[src/rtl/mem_access_stage.sv]
// EX/MEM pipeline register fused with the data-memory access controller.
// Loads and stores run a req/ack handshake and hold the upstream stages until completion.
module mem_access_stage #(
    parameter int DATA_W     = 32,
    parameter int REG_ADDR_W = 5,
    parameter int TIMEOUT    = 255
) (
    input  logic                  clk_i,
    input  logic                  rst_i,
    input  logic [1:0]            WB_i,
    input  logic                  MemRead_i,
    input  logic                  MemWrite_i,
    input  logic [DATA_W-1:0]     ALUResult_i,
    input  logic [DATA_W-1:0]     WriteData_i,
    input  logic [REG_ADDR_W-1:0] RegAddr_i,
    output logic [1:0]            WB_o,
    output logic [DATA_W-1:0]     ReadData_o,
    output logic [DATA_W-1:0]     ALUResult_o,
    output logic [REG_ADDR_W-1:0] RegAddr_o,
    output logic                  stall_o,
    output logic                  mem_req_o,
    output logic                  mem_we_o,
    output logic [DATA_W-1:0]     mem_addr_o,
    output logic [DATA_W-1:0]     mem_wdata_o,
    input  logic                  mem_ack_i,
    input  logic [DATA_W-1:0]     mem_rdata_i,
    output logic                  err_o
);

    typedef enum logic [1:0] {IDLE, ACCESS, DONE} state_t;

    // The counter only has to reach TIMEOUT-1: the abort fires on the edge that would make it TIMEOUT.
    localparam int              CNT_W    = (TIMEOUT > 1) ? $clog2(TIMEOUT) : 1;
    localparam logic [CNT_W-1:0] CNT_LAST = CNT_W'((TIMEOUT > 0) ? TIMEOUT - 1 : 0);
    localparam bit              TO_EN    = (TIMEOUT > 0);

    state_t                  state;
    logic [1:0]              wb_p1;
    logic                    memwrite_p1;
    logic [DATA_W-1:0]       alu_p1;
    logic [DATA_W-1:0]       wdata_p1;
    logic [REG_ADDR_W-1:0]   rd_p1;
    logic [DATA_W-1:0]       rdata_p1;
    logic                    err_p1;
    logic [CNT_W-1:0]        cnt_p1;

    function automatic logic is_word_aligned(input logic [DATA_W-1:0] addr);
        return addr[1:0] == 2'b00;
    endfunction

    // EX -> MEM capture and access sequencing
    always_ff @(posedge clk_i) begin
        if (rst_i) begin
            state       <= IDLE;
            wb_p1       <= '0;
            memwrite_p1 <= 1'b0;
            alu_p1      <= '0;
            wdata_p1    <= '0;
            rd_p1       <= '0;
            rdata_p1    <= '0;
            err_p1      <= 1'b0;
            cnt_p1      <= '0;
        end else begin
            case (state)
                IDLE, DONE: begin
                    alu_p1      <= ALUResult_i;
                    wdata_p1    <= WriteData_i;
                    rd_p1       <= RegAddr_i;
                    memwrite_p1 <= MemWrite_i;
                    rdata_p1    <= '0;
                    cnt_p1      <= '0;
                    if (MemRead_i || MemWrite_i) begin
                        if (is_word_aligned(ALUResult_i)) begin
                            wb_p1 <= WB_i;
                            state <= ACCESS;
                        end else begin
                            // Misaligned access is squashed into a bubble, never reaches memory.
                            wb_p1  <= 2'b00;
                            err_p1 <= 1'b1;
                            state  <= IDLE;
                        end
                    end else begin
                        wb_p1 <= WB_i;
                        state <= IDLE;
                    end
                end
                ACCESS: begin
                    if (mem_ack_i) begin
                        if (!memwrite_p1) begin
                            rdata_p1 <= mem_rdata_i;
                        end
                        state <= DONE;
                    end else if (TO_EN && (cnt_p1 == CNT_LAST)) begin
                        wb_p1  <= 2'b00;
                        err_p1 <= 1'b1;
                        state  <= DONE;
                    end else begin
                        cnt_p1 <= cnt_p1 + CNT_W'(1);
                    end
                end
                default: state <= IDLE;
            endcase
        end
    end

    // MEM -> WB outputs, decoded from registered state only
    assign stall_o     = (state == ACCESS);
    assign mem_req_o   = (state == ACCESS);
    assign mem_we_o    = (state == ACCESS) && memwrite_p1;
    assign mem_addr_o  = alu_p1;
    assign mem_wdata_o = wdata_p1;
    assign WB_o        = (state == ACCESS) ? 2'b00 : wb_p1;
    assign ReadData_o  = rdata_p1;
    assign ALUResult_o = alu_p1;
    assign RegAddr_o   = rd_p1;
    assign err_o       = err_p1;

endmodule

[config.mk]
export PLATFORM = sky130hd
export DESIGN_NAME = mem_access_stage
export DESIGN_NICKNAME = d
export VERILOG_FILES = /design/src/rtl/mem_access_stage.sv
export SDC_FILE = /design/constraint.sdc
export NUM_CORES = 1
export LEC_CHECK = 0
export ABC_AREA = 1
export ABC_CLOCK_PERIOD_IN_PS = 1200
export BUFFER_PORTS_ARGS = -buffer_cell sky130_fd_sc_hd__buf_2
export CAP_MARGIN = 20
export CORE_UTILIZATION = 40
export DETAILED_ROUTE_END_ITERATION = 10
export PLACE_DENSITY_LB_ADDON = 0.08
export SKIP_LAST_GASP = 1
export SYNTH_ARGS = -nofsm -noshare
export SYNTH_HDL_FRONTEND = slang
export SYNTH_SLANG_ARGS = --single-unit
[constraint.sdc]
create_clock -name clk_i -period 1.2 [get_ports clk_i]
set_input_delay 0 -clock clk_i [delete_from_list [all_inputs] [get_ports clk_i]]
set_output_delay 0 -clock clk_i [all_outputs]
set_load 0.02 [all_outputs]
Word level (Yosys, flattened, before mapping)
Cells that the tools add are included.
{"block": "word_totals", "ff_bits": 115, "input_bits": 108, "out_inout_bits": 139, "wordCells": 53}
{"block": "classes", "n_addsub": 1, "n_eq_ne": 11, "n_mux": 22, "reduce_logical": 10}
{"operator": "$mux W32", "count": 2}
{"operator": "$pmux W32 S2", "count": 1}
{"operator": "$mux W2", "count": 8}
{"operator": "$mux W8", "count": 2}
{"operator": "$pmux W8 S2", "count": 1}
{"operator": "$ne A2 B2 Y1 const B", "count": 5}
{"operator": "$reduce_and A3 Y1", "count": 3}
{"operator": "$add A8 B1 Y8 const B", "count": 1}
{"operator": "$eq A8 B8 Y1 const B", "count": 1}
{"operator": "$pmux W2 S2", "count": 2}
{"operator": "$mux W1", "count": 5}
{"operator": "$reduce_and A5 Y1", "count": 1}
{"operator": "$logic_not A2 Y1", "count": 2}
{"operator": "$ne A2 B1 Y1 const B", "count": 2}
{"operator": "$ne A3 B1 Y1 const B", "count": 1}
{"operator": "$eq A2 B1 Y1 const B", "count": 1}
{"operator": "$eq A2 B2 Y1 const B", "count": 1}
{"operator": "$pmux W1 S2", "count": 1}
{"operator": "$reduce_bool A2 Y1", "count": 1}
{"operator": "$reduce_or A2 Y1", "count": 1}
{"operator": "$logic_and A1 B1 Y1", "count": 1}
{"operator": "$logic_or A1 B1 Y1", "count": 1}

Depth between registers and ports, before layout
{"block": "depth", "word_depth": 4, "mapped_depth": 11, "ltp_nobuf": 10}

Least setup slack after synthesis
OpenSTA, ideal clock, no wires.
{"block": "synth_path", "kind": "register -> register", "startpoint": "reg cnt_p1[0]", "endpoint": "reg cnt_p1[5]", "setup_time_ns": 0.114, "arrival_ns": 1.212, "required_ns": 1.086, "path_slack_ns": -0.125, "path_stages_with_launch": 11, "path_buffers": 1, "period_less_slack_ns": 1.325, "cell_sequence": "dfxtp_1 -> inv_1 -> ha_1 -> nand2_1 -> nor2_1 -> nand2_2 -> nand2_2 -> nand2_2 -> buf_6 -> a21oi_1 -> nor2_1"}
{"block": "synth_between", "elab_chain_cells": 4, "word_cells_on_any_way": 7, "classes_between": "add/sub (1); eq/ne (2); mux (3); reduce/logical (1)"}
{"item": "from (decl)", "line": "45", "source": "logic [CNT_W-1:0] cnt_p1;"}
{"item": "from (signal assigned)", "line": "98", "source": "cnt_p1 <= cnt_p1 + CNT_W'(1);"}
{"item": "$add A8 B1 Y8", "line": "98"}
{"item": "$mux W8", "line": "93", "source": "end else if (TO_EN && (cnt_p1 == CNT_LAST)) begin"}
{"item": "$mux W8", "line": "88", "source": "if (mem_ack_i) begin"}
{"item": "$pmux W8 S2", "line": "64", "source": "case (state)"}
Parallel ways exist; a longest one is shown, timed or not. The select of a mux whose other input is x is not followed.
A chain may end at the register's enable or synchronous reset.

Worst setup path in the final report
{"block": "layout_path", "startpoint": "reg state[0]", "endpoint": "reg rdata_p1[9] (netlist: ReadData_o[9])"}
{"block": "layout_between", "elab_chain_cells": 4, "word_cells_on_any_way": 9, "classes_between": "eq/ne (4); mux (1); reduce/logical (4)"}
{"item": "from (decl)", "line": "37", "source": "state_t state;"}
{"item": "from (signal assigned)", "line": "54", "source": "state <= IDLE;"}
{"item": "from (signal assigned)", "line": "75", "source": "state <= ACCESS;"}
{"item": "from (signal assigned)", "line": "80", "source": "state <= IDLE;"}
{"item": "$eq A2 B2 Y1 / $logic_not A2 Y1 (equally long branches)", "line": "64"}
{"item": "$reduce_or A2 Y1", "line": "64"}
{"item": "$reduce_bool A2 Y1 (no line)"}
{"item": "$reduce_and A3 Y1 (no line)"}
{"item": "to (signal assigned)", "line": "90", "source": "rdata_p1 <= mem_rdata_i;"}
{"item": "to (decl)", "line": "43", "source": "logic [DATA_W-1:0] rdata_p1;"}
Parallel ways exist; a longest one is shown, timed or not.

==> qor.csv <==
stage;metric;value;unit
power;peakVddDrop;0.824;mV
synthesis;yosysTopAreaCell;dfxtp_1;
status;outcome;finished with violations;
sta;period_share;1.06;
global_routing;grt_usage;0.241;
detailed_routing;firstDrtPassIters;7;
detailed_routing;vias;5040;
synthesis;ys_top_cells_by_count;nor2_1, dfxtp_1, o21ai_0;
sta;clock.fmax;0.783;GHz
critical_path;cp_cell_sequence;inv_6 -> nor2_8 -> buf_6 -> inv_6 -> nor2_8 -> clkbuf_16 -> nand3_1 -> o21ai_1;
global_routing;grt_overflow;0;
synthesis;ys_types;28;
die;initial_core_util;0.416;
critical_path;crit_start;state[0]$_SDFFE_PP0P_;
sta;hold_viol_final;0;
synthesis;avgSynthCellArea;7.69;um2
cells_and_area;final_core_util;0.698;
synthesis;synth_fp_nets;707;
global_routing;grt_pass1_vias;4724;
clocking;htreeDepth;4;
die;die_y;109;um
synthesis;seq_area_frac_synth;0.501;
place;place_inst;936;
critical_path;critPathRequiredTime;1.53;ns
power;power.leakage;3.78;nW
sta;finalMaxSlewViolations;0;
critical_path;r2r_cells;8;
cells_and_area;finalNonFillerCells;1081;
synthesis;synth-compound-area-share;0.124;
critical_path;r2r_slack;-0.08;ns
synthesis;synth_top_family_by_area;simple AND/OR/NAND/NOR gates;
synthesis;ys_ff_latch;115;
synthesis;synth_area;4590;um2
detailed_routing;drt-wirelength-per-cell;13.6;um
synthesis;synthDominantCellAreaShare;0.501;
sta;clock_skew;0.00393;ns
flow_run;drv_cap;0;
worst_hold_path;whs_path_depth;4;
detailed_routing;routed_wl;14700;um
critical_path;slowest_stage;dfxtp_4;
sta;tightest_slew;0.304;ns
global_routing;grt_pass1_wl;22000;um
detailed_routing;via_per_inst;4.66;
clocking;cts_tree;built;
clocking;clk_latency;0.40;ns
synthesis;synth_simple_gate_area_frac;0.240;
status;violations;setup timing;
die;fp.dieW;109;um
worst_hold_path;holdPathEnd;ReadData_o[10]$_SDFFE_PP0P_;
synthesis;ys.flop_type;dfxtp_1;
clocking;cts_buffers;17;
synthesis;async_reset_ff_frac;0;
sta;setup_tns;-2.10;ns
critical_path;worstPathMaxFanout;8;
die;io_pins;247;
place;portBuffers;246;
detailed_routing;drt-initial-drc-count;303;
detailed_routing;antenna_left;0;
clocking;cts.reportedPaths.clkPinSlew;0.05;ns
sta;finalWorstSetupSlack;-0.0771;ns
critical_path;cp.arrival;1.61;ns
critical_path;reg2reg_to;ReadData_o[9]$_SDFFE_PP0P_;
die;coreArea;11000;um2
clocking;clock-sinks;115;
synthesis;synthXorXnorAreaFrac;0;
cells_and_area;drive_above_1_share;0.366;
synthesis;synthMuxAreaShare;0;
cells_and_area;nets;1045;
critical_path;cp-end-kind;register;
synthesis;synth_most_common_cell;nor2_1;
critical_path;cp-start-kind;register;
die;rows;38;
synthesis;ys_warn_count;0;
place;routabilityCongestion;0.775;
sta;rsz0062_at_grt;true;
worst_hold_path;hold_start;mem_rdata_i[10];
clocking;cts_root_buffer;clkbuf_16;
critical_path;critPathKind;reg2reg;
synthesis;synthAdderAreaFrac;0.00545;
sta;final.min_clock_period;1.28;ns
power;power_density;1290;nW/um2
synthesis;netlist_top_cells_area;dfxtp_1, nor2_1, o21ai_0;
worst_hold_path;hold_class;in2reg;
place;hpwlAfterDp;8400;um
synthesis;synth_edf_count;0;
cells_and_area;antennaDiodeCount;0;
clocking;clockBufferDepth;2;
critical_path;r2r_start;state[0]$_SDFFE_PP0P_;
critical_path;cpPeakStageDelay;0.38;ns
sta;slew_headroom;0.795;
global_routing;antenna_found_initial;0;
die;die_area;11900;um2
detailed_routing;post-route-drc-count;0;
cells_and_area;areaGrowthSynthToFinish;67.7;%
synthesis;synth_cells;597;
global_routing;grt_max_degree;67;
sta;setup_violations;40;
critical path: cells and delay by family (launching register included):
kind / cells / cell delay [ns]
simple gates: 3 / 0.33
flops: 1 / 0.38
buf+inv: 4 / 0.40
compound gates: 1 / 0.08
placed cells by master (no fill, tap or decap), drive strengths merged, types with 11 or more instances in the layout:
cell type,instances
nor2,165
nand2,44
clkbuf,25
buf,275
dlygate4sd3,107
o21ai,101
dfxtp,115
inv,42
nand3,45
a21oi,11
logic make-up (layout without fill, tap and decap cells):
kind of cell | count (synthesis) | after routing
buffers and inverters | 110 | 453
AO/OA/AOI/OAI | 113 | 113
flip-flops | 115 | 115
AND/OR/NAND/NOR | 257 | 258
adder cells (fa/ha/maj) | 2 | 2
through the flow:
step	power, W	instance area (um2)	hold slack, ns	worst slack (ns)
2_1_floorplan	0.00503	4600	0.139	-0.0735
3_3_place_gp	0.00545	5800	0.231	-0.0782
3_5_place_dp	0.00548	5800	0.238	-0.113
4_1_cts	0.00996	7590	0.347	-0.0646
5_1_grt	0.0103	7700	0.379	-0.151
6_report	0.00992	7700	0.366	-0.0771
state kept, by name, indices dropped and copies added, names as in the netlist:
register / flops
ALUResult_o: 32
ReadData_o: 32
mem_wdata_o: 32
cnt_p1: 8
RegAddr_o: 5
state: 2
wb_p1: 2
err_o: 1
memwrite_p1: 1
worst max-delay path by stage:
stage                                      end  slack, ns  cells after the start
global placement        cnt_p1[7]$_SDFFE_PP0P_      -0.08                     10
global route        ReadData_o[0]$_SDFFE_PP0P_      -0.15                      8
detailed placement      cnt_p1[5]$_SDFFE_PP0P_      -0.11                      9
floorplan               cnt_p1[5]$_SDFFE_PP0P_      -0.07                     10
finish              ReadData_o[9]$_SDFFE_PP0P_      -0.08                      8
CTS                                    WB_o[0]      -0.06                      5
metal layers:
metal | track usage | up-vias | routed length [um]
li1 | - | 2551 | -
met1 | 0.271 | 2294 | 6160
met2 | 0.426 | 173 | 7530
met3 | 0.0580 | 22 | 755
met4 | 0.113 | 0 | 263
met5 | 0 | - | 0
where the power goes:
part | total [W] | internal [W] | switching [W] | leakage [nW]
Sequential | 0.00415 | 0.00403 | 0.000118 | 0.950
Combinational | 0.00165 | 0.000758 | 0.000896 | 2.60
Clock | 0.00412 | 0.00259 | 0.00153 | 0.230
Total | 0.00992 | 0.00737 | 0.00255 | 3.78
cell type report:
class,instances,area [um2]
clock buffer,23,458
clock inverter,2,10.0
fill,842,3330
inverter,42,168
multi-input combinational,373,1820
sequential,115,2310
tap,140,175
timing repair buffer,386,2760
what timing repair did:
item                                   CTS  global route
setup buffers                            7             0
hold buffers                           107             0
gates resized for setup                 34            19
pin swaps                               11             4
setup endpoints to repair               15            95
gates cloned                             3             3
endpoints found under the hold margin  110             0
Note: power is estimated with default switching activity, not from simulation.
